===== config.mk =====
export PLATFORM = sky130hd
export DESIGN_NAME = ram_sequencer
export DESIGN_NICKNAME = d
export VERILOG_FILES = /design/src/rtl/gottagofast_pkg.sv /design/src/rtl/refresh_timer.sv /design/src/rtl/ram_sequencer.sv
export SDC_FILE = /design/constraint.sdc
export NUM_CORES = 1
export LEC_CHECK = 0
export ABC_CLOCK_PERIOD_IN_PS = 2200
export CAP_MARGIN = 20
export CORE_MARGIN = 3
export CORE_UTILIZATION = 49
export CTS_BUF_LIST = sky130_fd_sc_hd__clkbuf_4
export DETAILED_ROUTE_END_ITERATION = 10
export PLACE_DENSITY = 0.76
export SLEW_MARGIN = 40
export SYNTH_ARGS = -nofsm -noshare
export SYNTH_HDL_FRONTEND = slang
export SYNTH_SLANG_ARGS = --single-unit

===== constraint.sdc =====
create_clock -name CLK -period 2.2 [get_ports CLK]
set_input_delay 0.66 -clock CLK [delete_from_list [all_inputs] [get_ports CLK]]
set_output_delay 0.66 -clock CLK [all_outputs]
set_load 0.02 [all_outputs]

===== src/rtl/gottagofast_pkg.sv =====
// -----------------------------------------------------------------------------
// gottagofast_pkg
// Shared definitions for the DRAM sequencer: sequencer state encoding, default
// refresh parameters and the bank-to-RASn decode helper.
// -----------------------------------------------------------------------------
package gottagofast_pkg;

    // 108 cycles of the 7.09 MHz clock is about 15.2 us between refreshes.
    localparam int DEFAULT_REFRESH_INTERVAL = 108;
    localparam int DEFAULT_MAX_PENDING      = 4;

    typedef enum logic [2:0] {
        IDLE,
        ACC_RAS,
        ACC_CAS,
        PRECHARGE,
        REF_CAS,
        REF_RAS,
        REF_PRE
    } seq_state_t;

    // Active-low row strobe pattern with only the selected bank low.
    function automatic logic [3:0] ras_select(input logic [1:0] bank);
        return ~(4'b0001 << bank);
    endfunction

endpackage


===== src/rtl/refresh_timer.sv =====
// -----------------------------------------------------------------------------
// refresh_timer
// Free-running refresh interval timer plus a saturating count of refreshes
// that are owed to the DRAM.
//
// Ports
//   CLK       in   sequencer clock, rising edge
//   RESETn    in   asynchronous active-low reset
//   done      in   high for the one cycle in which a refresh completes
//   pending   out  number of refreshes owed (0..MAX_PENDING)
//   saturated out  pending has reached MAX_PENDING
// -----------------------------------------------------------------------------
module refresh_timer
    import gottagofast_pkg::*;
#(
    parameter int REFRESH_INTERVAL = DEFAULT_REFRESH_INTERVAL,
    parameter int MAX_PENDING      = DEFAULT_MAX_PENDING
) (
    input  logic                               CLK,
    input  logic                               RESETn,
    input  logic                               done,
    output logic [$clog2(MAX_PENDING + 1)-1:0] pending,
    output logic                               saturated
);

    localparam int TIMER_W = $clog2(REFRESH_INTERVAL);
    localparam int PEND_W  = $clog2(MAX_PENDING + 1);

    localparam logic [TIMER_W-1:0] TIMER_LAST = TIMER_W'(REFRESH_INTERVAL - 1);
    localparam logic [PEND_W-1:0]  PEND_MAX   = PEND_W'(MAX_PENDING);

    logic [TIMER_W-1:0] timer;
    logic               tick;

    // The tick is the wrap itself, so the first one lands REFRESH_INTERVAL
    // edges after reset release.
    assign tick      = (timer == TIMER_LAST);
    assign saturated = (pending == PEND_MAX);

    always_ff @(posedge CLK or negedge RESETn) begin
        if (!RESETn) begin
            timer   <= '0;
            pending <= '0;
        end else begin
            // NOTE: state registers use non-blocking assignments so every
            // register in the design samples its inputs from the same edge.
            timer <= tick ? '0 : timer + 1'b1;

            // A new tick and a completed refresh cancel out. Ticks arriving
            // with the backlog full are dropped.
            if (tick && !done) begin
                if (!saturated) begin
                    pending <= pending + 1'b1;
                end
            end else if (done && !tick) begin
                pending <= pending - 1'b1;
            end
        end
    end

endmodule


===== src/rtl/ram_sequencer.sv =====
// -----------------------------------------------------------------------------
// ram_sequencer
// DRAM RAS/CAS sequencer for a 68000 bus: runs single-bank accesses and
// CAS-before-RAS refresh cycles, with refresh deferred while the bus is busy.
// All outputs are registered.
//
// Ports
//   CLK       in   7 MHz clock, rising edge
//   RESETn    in   asynchronous active-low reset
//   ACC_REQ   in   address matched and ASn low (synchronised)
//   ACC_BANK  in   RAS bank, captured when an access is granted
//   ASn, UDSn, LDSn, RWn  in  synchronised 68000 strobes
//   RASn      out  per-bank row strobes, active low
//   UCASn     out  upper-byte column strobe, active low
//   LCASn     out  lower-byte column strobe, active low
//   MUX_COL   out  0 = row address, 1 = column address
//   MEMWn     out  DRAM write enable, active low
//   ACC_ACK   out  DTACK enable
//   REF_BUSY  out  refresh sequence in progress
// -----------------------------------------------------------------------------
module ram_sequencer
    import gottagofast_pkg::*;
#(
    parameter int REFRESH_INTERVAL = DEFAULT_REFRESH_INTERVAL,
    parameter int MAX_PENDING      = DEFAULT_MAX_PENDING
) (
    input  logic       CLK,
    input  logic       RESETn,
    input  logic       ACC_REQ,
    input  logic [1:0] ACC_BANK,
    input  logic       ASn,
    input  logic       UDSn,
    input  logic       LDSn,
    input  logic       RWn,
    output logic [3:0] RASn,
    output logic       UCASn,
    output logic       LCASn,
    output logic       MUX_COL,
    output logic       MEMWn,
    output logic       ACC_ACK,
    output logic       REF_BUSY
);

    localparam int PEND_W = $clog2(MAX_PENDING + 1);

    seq_state_t        state;
    logic [1:0]        bank;
    logic [PEND_W-1:0] pending;
    logic              saturated;
    logic              ref_done;
    logic              start_ref;
    logic              acc_continue;

    assign ref_done = (state == REF_PRE);

    // A full backlog pre-empts a waiting access; otherwise refresh only runs
    // while the bus is quiet.
    assign start_ref = saturated || (!ACC_REQ && ASn && (pending != '0));

    // ACC_RAS always moves on to one CAS cycle, even if the request vanished.
    assign acc_continue = (state == ACC_RAS) || (ACC_REQ && !ASn);

    refresh_timer #(
        .REFRESH_INTERVAL (REFRESH_INTERVAL),
        .MAX_PENDING      (MAX_PENDING)
    ) u_timer (
        .CLK       (CLK),
        .RESETn    (RESETn),
        .done      (ref_done),
        .pending   (pending),
        .saturated (saturated)
    );

    always_ff @(posedge CLK or negedge RESETn) begin
        if (!RESETn) begin
            state    <= IDLE;
            bank     <= '0;
            RASn     <= 4'hF;
            UCASn    <= 1'b1;
            LCASn    <= 1'b1;
            MUX_COL  <= 1'b0;
            MEMWn    <= 1'b1;
            ACC_ACK  <= 1'b0;
            REF_BUSY <= 1'b0;
        end else begin
            // Outputs are loaded with the values of the state being entered;
            // start from the all-inactive set and override below.
            RASn     <= 4'hF;
            UCASn    <= 1'b1;
            LCASn    <= 1'b1;
            MUX_COL  <= 1'b0;
            MEMWn    <= 1'b1;
            ACC_ACK  <= 1'b0;
            REF_BUSY <= 1'b0;

            case (state)
                IDLE: begin
                    if (start_ref) begin
                        state    <= REF_CAS;
                        UCASn    <= 1'b0;
                        LCASn    <= 1'b0;
                        REF_BUSY <= 1'b1;
                    end else if (ACC_REQ) begin
                        state <= ACC_RAS;
                        bank  <= ACC_BANK;
                        RASn  <= ras_select(ACC_BANK);
                    end
                end

                ACC_RAS, ACC_CAS: begin
                    if (acc_continue) begin
                        state   <= ACC_CAS;
                        RASn    <= ras_select(bank);
                        MUX_COL <= 1'b1;
                        UCASn   <= UDSn;
                        LCASn   <= LDSn;
                        MEMWn   <= RWn;
                        ACC_ACK <= 1'b1;
                    end else begin
                        state <= PRECHARGE;
                    end
                end

                PRECHARGE: state <= IDLE;

                // CAS-before-RAS: CAS already low from REF_CAS, now all rows.
                REF_CAS: begin
                    state    <= REF_RAS;
                    RASn     <= 4'h0;
                    UCASn    <= 1'b0;
                    LCASn    <= 1'b0;
                    REF_BUSY <= 1'b1;
                end

                REF_RAS: begin
                    state    <= REF_PRE;
                    REF_BUSY <= 1'b1;
                end

                REF_PRE: state <= IDLE;

                default: state <= IDLE;
            endcase
        end
    end

endmodule


Word level (Yosys, flattened, before mapping)
Index checks and enable logic that the tools add are counted.

word-level totals
  register bits after elaboration = 24
  memories = 0
  input port bits = 9
  latch bits = 0
  bits in writable memories = 0
  logic and storage cells = 68
  ROM bits = 0
  output and inout port bits = 10

cells by class
  magnitude comparators = 0
  $mul = 0
  bitwise logic cells = 3
  eq/ne operators = 9
  reductions and logical operators = 18
  mux-type cells = 23
  div/mod/pow operators = 0
  shifts and indexed selects = 2
  $add $sub $neg = 3

operators with widths
  kind                                                 number
  2-to-1 mux 3 bit                                     5
  equality test 3 bit, second input constant           4
  2-to-1 mux 4 bit                                     3
  one-hot mux 3 bit (4 select lines)                   1
  one-hot mux 4 bit (3 select lines)                   1
  2-to-1 mux 1 bit                                     9
  inverter 4 bit                                       2
  left shift 1 x 2 -> 4 bit, first input constant      2
  adder 7 x 1 -> 7 bit, second input constant          1
  equality test 7 bit, second input constant           1
  2-to-1 mux 7 bit                                     1
  one-hot mux 1 bit (3 select lines)                   2
  logical AND 1 bit                                    5
  zero test 1 bit                                      4
  OR reduction 2 bit                                   2
  adder 3 x 1 -> 3 bit, second input constant          1
  equality test 3 x 1 -> 1 bit, second input constant  1
  equality test 3 x 2 -> 1 bit, second input constant  1
  zero test 3 bit                                      1
  inequality test 3 bit, second input constant         1
  AND reduction 3 bit                                  1
  nonzero test 3 bit                                   1
  subtractor 3 x 1 -> 3 bit, second input constant     1
  logical OR 1 bit                                     2
  5 further kinds                                      5

Depth between registers and ports, before layout
  depth after elaboration = 6
  mapped depth = 9
  depth with buffers taken out = 8

Cells and area by module
Synthesis repeated with hierarchy kept, for this count alone.

second synthesis, totals
  cells, all modules = 117
  area, all modules = 1260.0 um^2

by module, submodules not included
  module         cells an instance  sequential area each (um^2)  instances  area an instance (um^2)
  ram_sequencer  68                 359.1                        1          705.7
  refresh_timer  49                 250.2                        1          554.3

Least setup slack after synthesis
OpenSTA, ideal clock, no wires.

  kind = reg-to-reg
  from = register u_timer.timer[0]
  to = register u_timer.pending[1]
  cell stages (with the launch flop) = 10
  required time = 2.073 ns
  arrival time = 1.914 ns
  setup slack = 0.159 ns
  path buffers = 1
  setup time = 0.127 ns
  clock period less this slack = 2.041 ns
  path through = dfrtp_1 -> ha_1 -> nand3_2 -> nor3_4 -> buf_6 -> nand2_1 -> fa_1 -> and2_1 -> a211oi_1 -> a21oi_1

between the ends
  word-level cells in the longest chain between the ends = 5
  elaborated cells on any way between the ends = 8
  classes of those cells = 2 x eq/ne; 1 x mux; 5 x reduce/logical

ends and longest elaborated chain
  what                           line                 text
  start, declared                refresh_timer.sv:32  logic [TIMER_W-1:0] timer;
  start signal, assigned         refresh_timer.sv:47  timer <= tick ? '0 : timer + 1'b1;
  equality test 7 bit (*)        refresh_timer.sv:37  assign tick = (timer == TIMER_LAST);
  zero test 1 bit                refresh_timer.sv:55  end else if (done && !tick) begin
  logical AND 1 bit              refresh_timer.sv:55
  nonzero test 2 bit (no line)   -
  AND reduction 2 bit (no line)  -
  end signal, assigned           refresh_timer.sv:53  pending <= pending + 1'b1;
  end signal, assigned           refresh_timer.sv:56  pending <= pending - 1'b1;
  end, declared                  refresh_timer.sv:22  output logic [$clog2(MAX_PENDING + 1)-1:0] pending,

Every way passes the cells marked *; elsewhere a longest branch is shown, timed or not.
A chain may end at the register's enable or synchronous reset.

Worst setup path after layout
  from = register RASn[0]
  to = output port RASn[0]

RTL lines
  what                    line                  text
  start, declared         ram_sequencer.sv:35   output logic [3:0] RASn,
  start signal, assigned  ram_sequencer.sv:106  RASn <= ras_select(ACC_BANK);
  start signal, assigned  ram_sequencer.sv:113  RASn <= ras_select(bank);

No word-level cell between the ends.

==> impl_metrics.tcl <==
set metrics [dict create \
    vias 919 \
    critPathKind "reg2out" \
    synth.avg_cell_area_um2 10.4 \
    synth_cell_types 37 \
    setup_viol 0 \
    path_clk_slew_ns 0.13 \
    cts_hold_buffers 0 \
    fin_area_um2 1470 \
    power_frac_seq_pct 47.6 \
    yosysWarnings 0 \
    wl_um 2270 \
    netSwitchingFraction_pct 33.8 \
    die_x_um 56.1 \
    crit_family "buffers and inverters" \
    whs_endpoint "u_timer.timer[0]$_DFF_PN0_" \
    core_um2 2300 \
    cp_slowest_cell "clkdlybuf4s50_1" \
    tns_ns 0 \
    io_buffer_count 18 \
    rsz0062_at_grt "no" \
    die-height_um 56.1 \
    layout_min_cycle_time_ns 2.12 \
    pwr-share-comb_pct 37.2 \
    ys_ff_latch 24 \
    routed_via_density 5.50 \
    hp-class "reg2reg" \
    antenna_found_initial 0 \
    cts_setup_buffers 0 \
    p_int_w 0.000915 \
    nFillCells 203 \
    clock-skew-final_ns 0.00486 \
    cts.repair.resized 0 \
    r2r_end "u_timer.pending[1]$_DFFE_PN0P_" \
    synth_top_area_share_pct 34.7 \
    worstPathArrival_ns 1.46 \
    final_cell_mix "clkdlybuf4s50_1 (18), dfrtp_1 (17), nor2_1 (11)" \
    start_util_pct 53.4 \
    clock-sinks 24 \
    rows 17 \
    r2r-start "u_timer.timer[0]$_DFF_PN0_" \
    maxCapViolations 0 \
    p_clk_share_pct 15.3 \
    cts-root-buf "clkbuf_4" \
    path_buf_inv 1 \
    min_from "u_timer.timer[0]$_DFF_PN0_" \
    synth.cell_area_um2 1230 \
    grt_overflow_total 0 \
    grt_pass1_vias 877 \
    power.leakage_nw 0.604 \
    n_antenna_cell 0 \
    ant_nets 0 \
    post_dp_cell_area_um2 1440 \
    cp_max_fo 1 \
    cts_htree_levels 1 \
    power_density_nw_per_um2 943 \
    critPathMaxStageDelay_ns 0.61 \
    crit_chain "clkdlybuf4s50_1" \
    final_layout_size_suffix_gt1_share_pct 15.1 \
    synthTopCellsByArea "dfrtp_1 (35%), dfstp_2 (15%), nand2b_1 (4.6%)" \
    hold-path-cell-count 1 \
    final.period_utilization_pct 96.4 \
    synth_top_cell_by_area "dfrtp_1" \
    irDropWorstVdd_mv 0.680 \
    synth_seq_area_share_pct 49.6 \
    layout_commonest_cell "clkdlybuf4s50_1" \
    nets 151 \
    cts_buffers 3 \
    synthCells 118 \
    drt_iter0_markers 23 \
    ios 19 \
    crit_required_ns 1.54 \
    max-clock-path-buffers 2 \
    grt_util_all_layers_pct 16.0 \
    syn_nets 129 \
    drt-wirelength-per-cell_um 13.6 \
    crit_path_end_kind "primary output" \
    max_slew_margin_pct 74.6 \
    hpwl_um 1710 \
    startpoint_type "register" \
    grt_pass1_wl_um 4040 \
    die_area_um2 3140 \
    cts_tree "built" \
    slew_violations 0 \
    reg2reg_depth 8 \
    gp_congestion 0.766 \
    area_growth_pct 19.5 \
    fmax_ghz 0.471 \
    rrSetupSlack_ns 0.24 \
    worst_pin_slew_ns 0.379 \
    outcome "completed" \
    grt_max_degree 25 \
    hold_violations 0 \
    firstDrtPassIters 4 \
    switchingPower_w 0.000468 \
    insertion_delay_ns 0.31 \
    drc_errors 0 \
]
power by group through the flow:
stage / clock [W] / combinational [W] / sequential, W
floorplan: 0 / 0.000277 / 0.000711
global placement: 0 / 0.000498 / 0.000658
detailed placement: 0 / 0.000518 / 0.000666
CTS: 0.000215 / 0.000519 / 0.000656
global route: 0.000240 / 0.000567 / 0.000669
finish: 0.000211 / 0.000514 / 0.000658
final cells by class:
| type | instances | area, um^2 | share of cell area, % |
|---|---|---|---|
| well taps | 28 | 35.0 | 2.39 |
| clock buffers | 4 | 30.0 | 2.05 |
| multi-input cells | 86 | 574 | 39.2 |
| inverters | 4 | 15.0 | 1.02 |
| flip-flops and latches | 24 | 609 | 41.6 |
| repair buffers | 21 | 203 | 13.8 |
per-layer routing:
layer | part of all wire (%) | global-route usage (%) | up-vias | wire length (um)
li1 | - | - | 456 | -
met1 | 46 | 21.5 | 439 | 1040
met2 | 48 | 25.4 | 20 | 1090
met3 | 4.2 | 3.25 | 4 | 96
met4 | 1.6 | 6.10 | 0 | 36
met5 | 0 | 0 | - | 0
worst reg2reg max path: stages, from the launching register on:
cell and delay, ns:
dfrtp_1 0.38, ha_1 0.23, nand3_2 0.13, nor3_4 0.19, nand2_1 0.09, fa_1 0.44, and2_1 0.15, a211oi_1 0.18
a21oi_1 0.07
synth_stat cells:
library cell	number
dfrtp_1	17
nor3_2	1
nand2_1	6
nand3b_1	4
mux2i_1	1
nand2b_1	9
fa_1	1
xnor2_1	4
and3_1	2
o21ai_0	6
buf_4	1
xor2_1	1
a2bb2oi_1	1
nand3_2	1
and3b_1	1
o21a_1	1
mux2_2	2
or3b_1	2
buf_2	2
inv_1	4
and2_4	1
a221o_1	3
nor3_4	1
dfstp_2	7
buf_6	1
o31ai_1	2
nand2_2	1
nor2_1	11
o21bai_1	1
a211oi_1	1
o22ai_1	2
a21oi_1	9
nor2b_1	3
nand3_1	4
and2_1	2
nor4bb_1	1
ha_1	1
registers in the layout, summed over array words and instances, names as in the netlist:
| name | cells |
|---|---|
| ACC_ACK | 1 |
| LCASn | 1 |
| MEMWn | 1 |
| RASn | 4 |
| REF_BUSY | 1 |
| UCASn | 1 |
| bank | 2 |
| state | 3 |
| u_timer.pending | 3 |
| u_timer.timer | 7 |
kinds of logic (layout without fill, tap and decap cells):
group | count (synthesis) | count (layout) | synth area share, %
DFF | 24 | 24 | 49.6
xor gates and xnor gates | 5 | 5 | 3.57
and+or+nand+nor | 50 | 50 | 24.6
muxes | 3 | 3 | 2.65
buffers and inverters | 8 | 29 | 3.57
AOI/OAI and AO/OA | 26 | 26 | 13.4
adders and majority gates | 2 | 2 | 2.65
how the worst max path moves through the flow:
stage	start	end	slack (ns)	cells after the start
after floorplan	u_timer.timer[0]$_DFF_PN0_	u_timer.pending[1]$_DFFE_PN0P_	0.16	9
after global placement	ACC_REQ	RASn[1]$_DFF_PN1_	0.1	5
after detailed placement	ACC_REQ	RASn[1]$_DFF_PN1_	0.07	5
after CTS	RASn[0]$_DFF_PN1_	RASn[0]	0.06	1
after global routing	RASn[0]$_DFF_PN1_	RASn[0]	0.03	1
final	RASn[0]$_DFF_PN1_	RASn[0]	0.08	1
metrics by stage:
stage | util, % | hold slack (ns) | total power, W | setup WS [ns] | instances
after floorplan | - | 0.364 | 0.000989 | 0.159 | 118
after global placement | 62.5 | 0.438 | 0.00116 | 0.0968 | 163
after global routing | 63.8 | 0.501 | 0.00148 | 0.0260 | 167
after detailed placement | 62.5 | 0.443 | 0.00118 | 0.0668 | 163
after CTS | 63.8 | 0.460 | 0.00139 | 0.0624 | 167
final | 63.8 | 0.457 | 0.00138 | 0.0789 | 167
(Power assumes the default switching activity.)
